===== src/rtl/if_id_stage.sv =====
// if_id_stage: program counter, instruction fetch and the IF/ID pipeline register.
// Latency: an instruction fetched at imem_addr appears on id_inst one cycle later; id_pc4, id_imm_field and imem_addr are combinational.
// Backpressure: stall freezes PC and IF/ID, flush and redirect insert bubbles, and a misaligned redirect halts fetch until an aligned redirect arrives.
//
// Ports:
//   clk, rst_n             clock and async active-low reset
//   stall, flush           hazard hold / bubble insert (ignored in HALT)
//   redirect_en/_pc        taken branch or jump target
//   imem_addr/imem_rdata   instruction memory address (== PC) and combinational read data
//   id_pc/id_pc4/id_inst   IF/ID register contents plus derived PC+4
//   id_imm_field           id_inst[31:7] for the immediate extender
//   id_valid               id_inst is a real instruction
//   misalign               sticky instruction-address-misaligned flag
module if_id_stage #(
  parameter logic [31:0] RESET_PC = 32'h0000_0000,
  parameter logic [31:0] NOP_INST = 32'h0000_0013
) (
  input  logic        clk,
  input  logic        rst_n,
  input  logic        stall,
  input  logic        flush,
  input  logic        redirect_en,
  input  logic [31:0] redirect_pc,
  output logic [31:0] imem_addr,
  input  logic [31:0] imem_rdata,
  output logic [31:0] id_pc,
  output logic [31:0] id_pc4,
  output logic [31:0] id_inst,
  output logic [24:0] id_imm_field,
  output logic        id_valid,
  output logic        misalign
);

  typedef enum logic {
    RUN  = 1'b0,
    HALT = 1'b1
  } state_t;

  state_t      state_q, state_d;
  logic [31:0] pc_q, pc_d;
  logic [31:0] id_pc_q, id_pc_d;
  logic [31:0] id_inst_q, id_inst_d;
  logic        id_valid_q, id_valid_d;
  logic        misalign_q, misalign_d;
  logic        redir_aligned;
  logic [31:0] pc_plus4;

  assign redir_aligned = (redirect_pc[1:0] == 2'b00);
  // 32-bit add wraps 32'hFFFF_FFFC to 0 naturally.
  assign pc_plus4      = pc_q + 32'd4;

  always_comb begin
    state_d    = state_q;
    pc_d       = pc_q;
    id_pc_d    = id_pc_q;
    id_inst_d  = id_inst_q;
    id_valid_d = id_valid_q;
    misalign_d = misalign_q;

    case (state_q)
      RUN: begin
        if (redirect_en) begin
          id_pc_d    = pc_q;
          id_inst_d  = NOP_INST;
          id_valid_d = 1'b0;
          if (redir_aligned) begin
            pc_d = redirect_pc;
          end else begin
            // PC holds so the faulting fetch context is preserved for debug.
            misalign_d = 1'b1;
            state_d    = HALT;
          end
        end else if (flush) begin
          id_pc_d    = pc_q;
          id_inst_d  = NOP_INST;
          id_valid_d = 1'b0;
          if (!stall) begin
            pc_d = pc_plus4;
          end
        end else if (!stall) begin
          pc_d       = pc_plus4;
          id_pc_d    = pc_q;
          id_inst_d  = imem_rdata;
          id_valid_d = 1'b1;
        end
      end

      HALT: begin
        // Keep the bubble in ID; only an aligned redirect restarts fetch.
        id_pc_d    = pc_q;
        id_inst_d  = NOP_INST;
        id_valid_d = 1'b0;
        if (redirect_en && redir_aligned) begin
          pc_d       = redirect_pc;
          misalign_d = 1'b0;
          state_d    = RUN;
        end
      end

      default: begin
        state_d = RUN;
      end
    endcase
  end

  always_ff @(posedge clk or negedge rst_n) begin
    if (!rst_n) begin
      state_q    <= RUN;
      pc_q       <= RESET_PC;
      id_pc_q    <= RESET_PC;
      id_inst_q  <= NOP_INST;
      id_valid_q <= 1'b0;
      misalign_q <= 1'b0;
    end else begin
      state_q    <= state_d;
      pc_q       <= pc_d;
      id_pc_q    <= id_pc_d;
      id_inst_q  <= id_inst_d;
      id_valid_q <= id_valid_d;
      misalign_q <= misalign_d;
    end
  end

  assign imem_addr    = pc_q;
  assign id_pc        = id_pc_q;
  assign id_pc4       = id_pc_q + 32'd4;
  assign id_inst      = id_inst_q;
  assign id_imm_field = id_inst_q[31:7];
  assign id_valid     = id_valid_q;
  assign misalign     = misalign_q;

endmodule


===== config.mk =====
export PLATFORM = sky130hd
export DESIGN_NAME = if_id_stage
export DESIGN_NICKNAME = d
export VERILOG_FILES = /design/src/rtl/if_id_stage.sv
export SDC_FILE = /design/constraint.sdc
export NUM_CORES = 1
export LEC_CHECK = 0
export ABC_AREA = 1
export CAP_MARGIN = 20
export CORE_UTILIZATION = 45
export DETAILED_ROUTE_END_ITERATION = 12
export GPL_TIMING_DRIVEN = 0
export PLACE_DENSITY_LB_ADDON = 0.3
export SYNTH_ARGS = -nofsm -noshare
export SYNTH_HDL_FRONTEND = slang
export SYNTH_SLANG_ARGS = --single-unit

===== constraint.sdc =====
create_clock -name clk -period 2.88 [get_ports clk]
set_clock_uncertainty 0.2 [all_clocks]
set_input_delay 0.864 -clock clk [delete_from_list [all_inputs] [get_ports clk]]
set_output_delay 0.864 -clock clk [all_outputs]
set_load 0.01 [all_outputs]

==> reports/qor.yml <==
drc: 0
diodes: 0
synth-seq-cells: 99
drt_first_iter_violations: 648
drive_gt1_frac: 0.191
mostFrequentLayoutCells: "nand2_1, clkdlybuf4s50_1, nor2_1"
place_area_um2: 8260
netlist_instances: 787
worstSetupStartpointType: "flop"
syn_area_per_cell_um2: 7.36
r2r_start: "imem_addr[3]"
fin_ws_ns: -0.204
initial_core_util: 0.461
powerDensity_nw_per_um2: 591
synth_top_area_share: 0.415
wl_um: 21800
portBuffers: 223
cts_root_buf: "clkbuf_16"
htreeDepth: 3
yosysTopAreaCell: "dfrtp_1"
rsz0062_at_grt: "true"
final_area_um2: 9100
drt_first_pass_iters: 6
ff2ff_path_depth: 10
dr_total_vias: 6702
ant_nets: 0
setup_tns_ns: -1.21
critPathMaxFanout: 4
grt_pass1_vias: 5966
relSlewSlack: 0.634
final-hold-violation-count: 0
wire_per_inst_um: 17.5
multi_input_area_um2: 2900
cts.clk_slew.worst_paths_ns: 0.07
synth_area_um2: 5790
coreArea_um2: 12600
finalPower_uw: 5380
dieArea_um2: 13300
tightest_slew_ns: 0.549
fmax_mhz: 324
post-place-ws_ns: -0.350
hpwl_um: 14400
cts_tree: "built"
outcome: "complete, but fails checks"
ys_warn_count: 0
fillCellCount: 962
die_y_um: 115
fin_nets: 1138
regToRegSetupSlack_ns: 0.87
drv_cap: 0
p_leak_uw: 0.00422
synth_area_leaders: "dfrtp_1, nand2_1, nor2_1"
utilization: 0.724
gp_congestion: 0.931
hp-class: "input pin to async pin"
slew_violations: 0
synth_nets: 858
grt_pass1_wl_um: 30900
die_x_um: 115
clk_latency_ns: 0.37
grtUsageTotal: 0.306
io_pins: 224
ir_drop_mv: 0.304
antenna_found_initial: 0
cp-startpoint: "id_pc[15]"
syn2layout_area_growth_pct: 57.3
cp.arrival_ns: 2.02
fin_crit_ns: 3.08
overflow: 0
rows: 41
layout_commonest_cell: "nand2_1"
end_kind: "output port"
crit_required_ns: 1.82
clk_path_buf_depth: 2
regToRegEndpoint: "imem_addr[28]"
setup_viol: 15
seq_area_um2: 2490
grt_start_max_net_pins: 74
path_class: "flop to output port"
violations: "negative setup slack"
cts_hold_buf: 0
numClockSinks: 99
seq_area_frac_synth: 0.429
viasPerCell: 5.39
cts_buffers: 9
finalCritPeriodShare: 1.07
ys_types: 36
-- repair_timing --
action	in CTS	in global routing
buffers inserted	29	16
pin swaps	13	28
setup endpoints to repair	27	26
gates cloned	0	0
gates resized for setup	97	65
-- cell type report --
type | count | share of cell area
multi-input cells | 550 | 0.319
repair buffers | 269 | 0.279
flip-flops and latches | 99 | 0.274
inverters | 87 | 0.0361
plain buffers | 51 | 0.0359
clock buffers | 10 | 0.0252
well taps | 172 | 0.0236
clock inverters | 6 | 0.00783
-- metrics by stage --
step,hold WS (ns),std cells
after global routing,0.252,1244
after detailed placement,0.266,1183
after global placement,0.254,1182
after CTS,0.238,1228
final,0.216,1244
after floorplan,0.291,787
-- critical path: stages, from the launching register on --
cell     delay [ns]
dfrtp_2        0.43
inv_2          0.08
nor3_4         0.19
buf_4          0.15
nand2_1        0.06
nor3_1         0.32
nand3_1        0.17
nand2_1        0.12
buf_2          0.14
-- how the worst max path moves through the flow --
stage | cells past startpoint | slack, ns | endpoint
after floorplan | 8 | 0.33 | id_pc4[20]
after global placement | 1 | -2.98 | id_inst[5]
after detailed placement | 9 | -0.35 | id_pc4[20]
after CTS | 7 | -0.13 | id_pc4[31]
after global routing | 8 | -0.24 | id_pc4[28]
final | 8 | -0.20 | id_pc4[28]
-- report_power, final --
part | internal, uW | switching, uW | leakage [uW] | total [uW]
sequential | 1610 | 374 | 0.00123 | 1980
clock | 683 | 570 | 0.000145 | 1250
combinational | 1020 | 1120 | 0.00284 | 2140
total | 3310 | 2070 | 0.00422 | 5380
-- Yosys cell counts (all sizes together) --
cell type,count
nand4,7
or2,1
o22a,3
buf,43
o31ai,1
a22o,29
a22oi,1
nand3,44
a31oi,2
o21a,1
a21oi,9
nor3b,1
o21ai,55
nand3b,2
nand2,235
inv,87
clkbuf,8
dfstp,3
nor2,112
ha,2
xor2,27
dfrtp,96
o22ai,1
nor3,17
-- per-layer routing --
layer	vias up	GRT usage	wire, um
li1	3043	-	-
met1	3123	0.389	8240
met2	440	0.514	10700
met3	96	0.0638	1910
met4	0	0.116	930
met5	-	0	0
-- registers in the layout, summed over array words and instances (netlist names) --
name and cells:
id_inst 32, id_pc 32, id_valid 1, imem_addr 32
misalign 1, state_q 1
-- cell families (layout without fill, tap and decap cells) --
group           Yosys count  after routing  share of synthesized area
simple gates            419            419                      0.302
flops                    99             99                      0.429
compound gates          102            102                      0.112
xor+xnor                 27             27                     0.0408
fa+ha+maj                 2              2                    0.00432
buf+inv                 138            423                      0.113
Power figures use the tool's default switching activity.
